==> src/rtl/hall_sequence_gen.sv <==
// Hall-sensor emulator: steps {H3,H2,H1} through the 6-sector sequence at a
// programmable rate/direction and watches the returned gate drives for shoot-through.
module hall_sequence_gen #(
  parameter int STEP_W = 16,
  parameter int REV_W  = 16
) (
  input  logic              CLK,
  input  logic              RST_N,
  input  logic              EN,
  input  logic              DIR,
  input  logic [STEP_W-1:0] STEP_CNT,
  input  logic              FAULT_INJ,
  input  logic              CLR_FLT,
  input  logic              A_OUT,
  input  logic              AA_OUT,
  input  logic              B_OUT,
  input  logic              BB_OUT,
  input  logic              C_OUT,
  input  logic              CC_OUT,
  output logic              H1,
  output logic              H2,
  output logic              H3,
  output logic [2:0]        SECTOR,
  output logic              STEP_STB,
  output logic [REV_W-1:0]  REV_CNT,
  output logic              SHOOT_FLT
);

  logic [STEP_W-1:0] count_q, count_d;
  logic [STEP_W-1:0] period_q, period_d;
  logic              per_vld_q, per_vld_d;
  logic [2:0]        sector_q, sector_d;
  logic [2:0]        h_q, h_d;
  logic              stb_q, stb_d;
  logic [REV_W-1:0]  rev_q, rev_d;
  logic [5:0]        gate_q, gate_d;
  logic              flt_q, flt_d;

  logic [STEP_W-1:0] step_cnt_eff;
  logic [STEP_W-1:0] period_cur;
  logic              boundary;
  logic              viol;

  function automatic logic [2:0] hall_code(input logic [2:0] s);
    case (s)
      3'd0:    hall_code = 3'b001;
      3'd1:    hall_code = 3'b101;
      3'd2:    hall_code = 3'b100;
      3'd3:    hall_code = 3'b110;
      3'd4:    hall_code = 3'b010;
      3'd5:    hall_code = 3'b011;
      default: hall_code = 3'b001;
    endcase
  endfunction

  always_comb begin
    step_cnt_eff = (STEP_CNT == '0) ? STEP_W'(1) : STEP_CNT;
    // Before the first enabled cycle there is no latched period; use the live input.
    period_cur   = per_vld_q ? period_q : step_cnt_eff;
    boundary     = EN && (count_q == period_cur - STEP_W'(1));

    count_d   = count_q;
    period_d  = period_q;
    per_vld_d = per_vld_q;
    sector_d  = sector_q;
    rev_d     = rev_q;
    stb_d     = 1'b0;

    if (EN) begin
      per_vld_d = 1'b1;
      period_d  = period_cur;
      if (boundary) begin
        count_d  = '0;
        period_d = step_cnt_eff;
        stb_d    = 1'b1;
        if (!DIR) begin
          sector_d = (sector_q == 3'd5) ? 3'd0 : sector_q + 3'd1;
          if (sector_q == 3'd5) rev_d = rev_q + REV_W'(1);
        end else begin
          sector_d = (sector_q == 3'd0) ? 3'd5 : sector_q - 3'd1;
          if (sector_q == 3'd0) rev_d = rev_q - REV_W'(1);
        end
      end else begin
        count_d = count_q + STEP_W'(1);
      end
    end

    h_d = FAULT_INJ ? 3'b000 : hall_code(sector_d);

    gate_d = {A_OUT, AA_OUT, B_OUT, BB_OUT, C_OUT, CC_OUT};
    viol   = (gate_q[5] & gate_q[4]) | (gate_q[3] & gate_q[2]) | (gate_q[1] & gate_q[0]);
    // A fresh violation outranks a simultaneous clear.
    flt_d  = viol | (flt_q & ~CLR_FLT);
  end

  always_ff @(posedge CLK or negedge RST_N) begin
    if (!RST_N) begin
      count_q   <= '0;
      period_q  <= '0;
      per_vld_q <= 1'b0;
      sector_q  <= 3'd0;
      h_q       <= 3'b001;
      stb_q     <= 1'b0;
      rev_q     <= '0;
      gate_q    <= '0;
      flt_q     <= 1'b0;
    end else begin
      count_q   <= count_d;
      period_q  <= period_d;
      per_vld_q <= per_vld_d;
      sector_q  <= sector_d;
      h_q       <= h_d;
      stb_q     <= stb_d;
      rev_q     <= rev_d;
      gate_q    <= gate_d;
      flt_q     <= flt_d;
    end
  end

  assign {H3, H2, H1} = h_q;
  assign SECTOR       = sector_q;
  assign STEP_STB     = stb_q;
  assign REV_CNT      = rev_q;
  assign SHOOT_FLT    = flt_q;

endmodule
==> config.mk <==
export PLATFORM = sky130hd
export DESIGN_NAME = hall_sequence_gen
export DESIGN_NICKNAME = d
export VERILOG_FILES = /design/src/rtl/hall_sequence_gen.sv
export SDC_FILE = /design/constraint.sdc
export NUM_CORES = 1
export LEC_CHECK = 0
export ABC_CLOCK_PERIOD_IN_PS = 5190
export CORE_MARGIN = 4
export CORE_UTILIZATION = 55
export CTS_BUF_LIST = sky130_fd_sc_hd__clkbuf_4 sky130_fd_sc_hd__clkbuf_8
export DETAILED_ROUTE_END_ITERATION = 10
export PLACE_DENSITY = 0.81
export RECOVER_POWER = 25
export SLEW_MARGIN = 20
export SYNTH_ARGS = -nofsm -noshare
export SYNTH_HDL_FRONTEND = slang
export SYNTH_SLANG_ARGS = --single-unit
==> constraint.sdc <==
create_clock -name CLK -period 5.19 [get_ports CLK]
set_clock_uncertainty 0.2 [all_clocks]
set_input_delay 1.038 -clock CLK [delete_from_list [all_inputs] [get_ports CLK]]
set_output_delay 1.038 -clock CLK [all_outputs]
set_load 0.01 [all_outputs]
==> out/results.txt, run 1 <==
net switching power -> 0.325 mW
Seq/Total Area, Yosys -> 0.378
FILL cells -> 567
Clk Latency, worst-skew pair -> 0.34 ns
port buffer count -> 51
Comb power frac -> 0.147
Die Span X -> 95.1 um
Net Sw Frac -> 0.286
Congestion Overflow GR -> 0
top-level I/O count -> 52
clock power share -> 0.356
clock tree sinks -> 63
Post-synth EDFFs -> 0
Core Box Area -> 7330 sq um
area of the multi-input gates -> 2450 sq um
initial antenna violation count -> 0
Worst-Margin Slew -> 3.43 ns
Synth top area share -> 0.372
Reg clk slew, reported paths -> 0.07 ns
CTS tree -> built
worst endpoint required time -> 5.25 ns
Yosys cell types -> 67
Post-synth ARST share -> 1.00
synth warn -> 0
Worst Setup Path Type -> in -> reg
routability cong. -> 0.959
Slew HR -> -1.29
RSZ-0062 raised after global routing -> no
top_reg_cell synth -> dfrtp_1
global-route wire length before repair -> 15800 um
initial DRC count -> 168
CTS root buf -> clkbuf_8
floorplan die height -> 95.1 um
vias -> 3484
critical path capture point type -> flip-flop
Max Clk Rate -> 201 MHz
DRT Pass-1 Iters -> 4
Reg power frac -> 0.497
TritonCTS Buffers -> 9
Final Total Pwr -> 1.14 mW
synthesized area -> 4170 sq um
reg-to-reg endpoint -> h_q[0]
period utilization -> 0.957
R2R setup slack -> 1.00 ns
internal power -> 0.814 mW
most common cell in the netlist -> dfrtp_1
Yosys top cell by area -> dfrtp_1
DPL Wire Length -> 6850 um
P_leak -> 2.42 nW
min cycle time layout -> 4.97 ns
largest net degree at the start of global routing -> 64
synthesized net count -> 482
Critical R2R Launch -> per_vld_q
drc violations -> 0
Seq cells post-synth -> 63
hold_sp -> REV_CNT[15]
R2R depth -> 14
Clock Path Buffers -> 2
Gate Count Post-Synth -> 436
worst endpoint data arrival time -> 5.03 ns
Power Density -> 223 nW/um^2
final core occ -> 0.696
synthesis-to-layout area growth -> 22.3%
Startpoint Class -> input port
peak supply drop -> 162 uV
violated checks -> max-capacitance violations, max-slew violations
Crit Path Max Fanout -> 5
# Max-Cap Violations -> 1
H-tree depth -> 3
worst hold path depth -> 1
top cells by area, synth -> dfrtp_1 37%, xnor2_1 5.7%, ha_1 5.1%
Ant. Diodes -> 0
sequential cell area -> 1580 sq um
vias in the first global route -> 3449
routed len/inst -> 15.3 um
final setup violation count -> 0
final hold violation count -> 0
Die Outline Area -> 9040 sq um
WL final -> 9380 um
Rows -> 31
syn avg cell area -> 9.57 sq um
number of hold buffers added after CTS -> 0
commonest cells in the netlist -> 62 x dfrtp_1, 40 x nand2_1, 34 x nor2_1, 27 x xnor2_1, 25 x o21ai_0
share of cells above drive strength 1 -> 0.135
GRT Util Overall -> 0.220
Total Neg Setup Slack -> 0 ns
Slew Limit Fails -> 64
outcome -> finished, violations left
Final nets -> 554
Initial Util -> 0.569
hold worst-path end -> REV_CNT[15]
worst min path class -> reg -> reg
final antenna-violating net count -> 0
detail-routed via count per cell -> 5.69
-- metal layers --
| layer | vias to the layer above | track usage | routed length [um] |
|---|---|---|---|
| met3 | 7 | 0.0481 | 410 |
| met2 | 71 | 0.373 | 4590 |
| li1 | 1724 | - | - |
| met5 | - | 0 | 0 |
| met1 | 1682 | 0.281 | 4310 |
| met4 | 0 | 0.0661 | 68 |
-- cell type report --
type                            instances  area share
Multi-Input combinational cell        344       0.480
Sequential cell                        63       0.309
Timing Repair Buffer                   76       0.140
Clock buffer                           13      0.0326
Tap cell                               99      0.0243
Inverter                               14      0.0103
Clock inverter                          3     0.00343
-- flip-flops by register name, indices dropped and copies added (netlist names) --
signal,count
SECTOR,3
STEP_STB,1
SHOOT_FLT,1
REV_CNT,16
h_q,3
period_q,16
gate_q,6
count_q,16
per_vld_q,1
-- timing repair --
action	in CTS	in global routing
gates resized for setup	0	2
hold endpoints to repair	0	0
setup buffers	0	1
endpoints found under the setup margin	0	2
-- logic make-up (layout without fill, tap and decap cells) --
logic type | count (synthesis) | in the layout | synth area share
multiplexers | 35 | 35 | 0.0966
AND/OR/NAND/NOR | 156 | 156 | 0.194
AO/OA/AOI/OAI | 91 | 91 | 0.148
adder cells (fa/ha/maj) | 18 | 18 | 0.0558
flip-flops | 63 | 63 | 0.378
buffers and inverters | 29 | 106 | 0.0351
XOR/XNOR | 44 | 44 | 0.0924
-- stage by stage --
step,instances,worst slack (ns),hold WS (ns),cell area [sq um]
after global routing,612,0.0277,0.282,5100
after floorplan,436,0.440,0.251,4170
after global placement,595,0.0633,0.255,4910
after CTS,611,0.195,0.270,5100
final,612,0.221,0.269,5100
after detailed placement,595,-0.170,0.256,4910
-- power by group through the flow --
stage	Sequential (mW)	Clock [mW]	Combinational, mW
final	0.566	0.406	0.168
after floorplan	0.553	0	0.109
after detailed placement	0.573	0	0.170
after global routing	0.570	0.439	0.189
after CTS	0.564	0.417	0.170
after global placement	0.571	0	0.164
-- worst max-delay path by stage --
stage                 start           end  slack, ns  depth (start not counted)
2_1_floorplan   STEP_CNT[3]  period_q[10]       0.44                         16
3_3_place_gp    STEP_CNT[3]        h_q[2]       0.06                         17
3_5_place_dp   STEP_CNT[10]        h_q[0]      -0.17                         17
4_1_cts        STEP_CNT[10]        h_q[0]       0.19                         17
5_1_grt         STEP_CNT[4]        h_q[2]       0.03                         17
6_report       STEP_CNT[10]        h_q[0]       0.22                         17
-- layout by cell type, fill, tap and decap left out, types with 10 or more instances in the layout --
cell / Yosys / routed
nor2_1: 34 / 34
a21oi_1: 12 / 12
mux2_2: 10 / 10
clkbuf_8: 0 / 11
xor2_1: 17 / 17
mux2i_1: 17 / 17
o21ai_0: 25 / 24
clkdlybuf4s50_1: 0 / 44
buf_4: 1 / 22
xnor2_1: 27 / 27
nor3_1: 16 / 16
dfrtp_1: 62 / 62
nand2_1: 40 / 40
inv_1: 14 / 14
ha_1: 17 / 17
nand3_1: 13 / 13
-- critical path: stages --
cell and delay (ns):
clkdlybuf4s50_1 0.48, nor4_1 0.06, buf_4 0.14, a311o_1 0.37, nand2_1 0.09, ha_1 0.19, nor4bb_1 0.53, o21ai_1 0.24
and4bb_2 0.34, xnor2_1 0.11, nand4_1 0.15, nor3b_2 0.23, nand4_2 0.18, buf_4 0.22, o211ai_1 0.20, a22oi_1 0.15
o221a_1 0.30
Note: power is estimated with default switching activity, not from simulation.
==> run 2: changes to the inputs <==
- ABC_AREA: unset -> 0
==> results of run 2 <==
Final layout, timing and power as in run 1 (identical DEF).
==> run 3: changes to the inputs <==
- CORE_MARGIN: 4 -> unset
==> out/results.txt, run 3 (synthesized netlist as in run 1, its figures left out) <==
# Max-Cap Violations -> 1
clock tree sinks -> 63
worst min path class -> reg -> reg
synthesis-to-layout area growth -> 22.8%
Clock Path Buffers -> 2
Reg clk slew, reported paths -> 0.07 ns
min cycle time layout -> 4.89 ns
Power Density -> 219 nW/um^2
Die Outline Area -> 7940 sq um
Ant. Diodes -> 0
peak supply drop -> 128 uV
detail-routed via count per cell -> 5.76
Placed Cells -> 594
H-tree depth -> 3
Max Clk Rate -> 204 MHz
top-level I/O count -> 52
Worst Setup Path Type -> in -> reg
Core Box Area -> 7290 sq um
floorplan die height -> 89.1 um
outcome -> finished, violations left
port buffer count -> 51
most common cell after layout, fill and taps aside -> dfrtp_1
TritonCTS Buffers -> 9
GRT Util Overall -> 0.250
Congestion Overflow GR -> 0
CTS root buf -> clkbuf_8
share of cells above drive strength 1 -> 0.137
RSZ-0062 raised after global routing -> no
non-filler cells, final -> 609
Worst path slowest cell -> or4_1
worst path bufs/invs -> 1
vias in the first global route -> 3322
Worst-Margin Slew -> 3.44 ns
vias -> 3505
DRT Pass-1 Iters -> 4
Rows -> 31
Die Span X -> 89.1 um
worst setup slack after placement -> -0.189 ns
violated checks -> max-capacitance violations, max-slew violations
worst-path cell chain -> clkdlybuf4s50_1, or4_1, nor2_1, a311o_1, nand2_1, ha_1, nor4bb_2, o21ai_2, and4bb_2, xnor2_1, nand4_1, nor3b_4, nand4_4, or2_1, mux2_2, o221a_1
Slew HR -> -1.29
P_leak -> 2.42 nW
drc violations -> 0
Slew Limit Fails -> 64
Total Neg Setup Slack -> 0 ns
Final WS setup -> 0.299 ns
final antenna-violating net count -> 0
final hold violation count -> 0
Initial Util -> 0.572
CTS tree -> built
commonest non-fill, non-tap cells in the layout -> 62 x dfrtp_1, 44 x clkdlybuf4s50_1, 40 x nand2_1
CP top delay family -> simple AND/OR/NAND/NOR gates
largest net degree at the start of global routing -> 64
global-route wire length before repair -> 15200 um
CP max stage delay -> 0.52 ns
routability cong. -> 0.935
routed len/inst -> 15.3 um
period utilization -> 0.942
worst endpoint data arrival time -> 4.96 ns
Clk Latency, worst-skew pair -> 0.34 ns
final setup violation count -> 0
Startpoint Class -> input port
Crit Path Max Fanout -> 8
DPL Wire Length -> 6690 um
Final nets -> 553
initial DRC count -> 145
critical path capture point type -> flip-flop
worst endpoint required time -> 5.26 ns
initial antenna violation count -> 0
WL final -> 9330 um
-- run 3: per-stage QoR --
stage | utilization | total power, mW | cell area, sq um | hold WS (ns)
2_1_floorplan | - | 0.662 | 4170 | 0.251
3_3_place_gp | 0.673 | 0.735 | 4900 | 0.255
3_5_place_dp | 0.673 | 0.742 | 4900 | 0.281
4_1_cts | 0.696 | 1.13 | 5080 | 0.294
5_1_grt | 0.703 | 1.17 | 5120 | 0.306
6_report | 0.703 | 1.12 | 5120 | 0.289
-- run 3: routing by layer --
layer  track usage  share of wire  up-vias
met4         0.104          0.019        0
met2         0.421           0.49       67
met3        0.0526          0.039       18
met1         0.313           0.45     1698
met5             0              0        -
li1              -              -     1722
-- run 3: area by class of cell --
class	count	area, sq um
well taps	99	124
clock buffers	13	166
flip-flops and latches	63	1580
multi-input cells	344	2490
repair buffers	75	707
inverters	14	52.6
clock inverters	1	5.00
fillers	570	2170
-- run 3: final timing paths --
kind                              from          end  slack (ns)  depth (start not counted)
setup / recovery           STEP_CNT[3]       h_q[0]        0.30                         16
hold / removal             REV_CNT[15]  REV_CNT[15]        0.29                          1
setup reg to reg             per_vld_q       h_q[0]        1.15                         13
hold reg to reg            REV_CNT[15]  REV_CNT[15]        0.29                          1
max in group asynchronous        RST_N  period_q[8]        1.09                          2
min in group asynchronous        RST_N    gate_q[5]        1.75                          2
-- run 3: timing repair --
item / 4_1_cts / 5_1_grt
resized for setup: 0 / 8
setup buffers: 0 / 1
hold buffers: 0 / 0
setup endpoints to repair: 0 / 21
-- run 3: power breakdown --
group / internal (mW) / switching (mW)
registers: 0.519 / 0.0455
logic: 0.0873 / 0.0880
clock network: 0.204 / 0.179
-- run 3: worst register-to-register path: cells and delay by family (launching register included) --
| kind | cells | cell delay [ns] |
|---|---|---|
| and+or+nand+nor | 7 | 1.83 |
| AOI/OAI and AO/OA | 3 | 0.80 |
| DFF | 1 | 0.55 |
| muxes | 1 | 0.27 |
| adders and majority gates | 1 | 0.20 |
| xor gates and xnor gates | 1 | 0.12 |
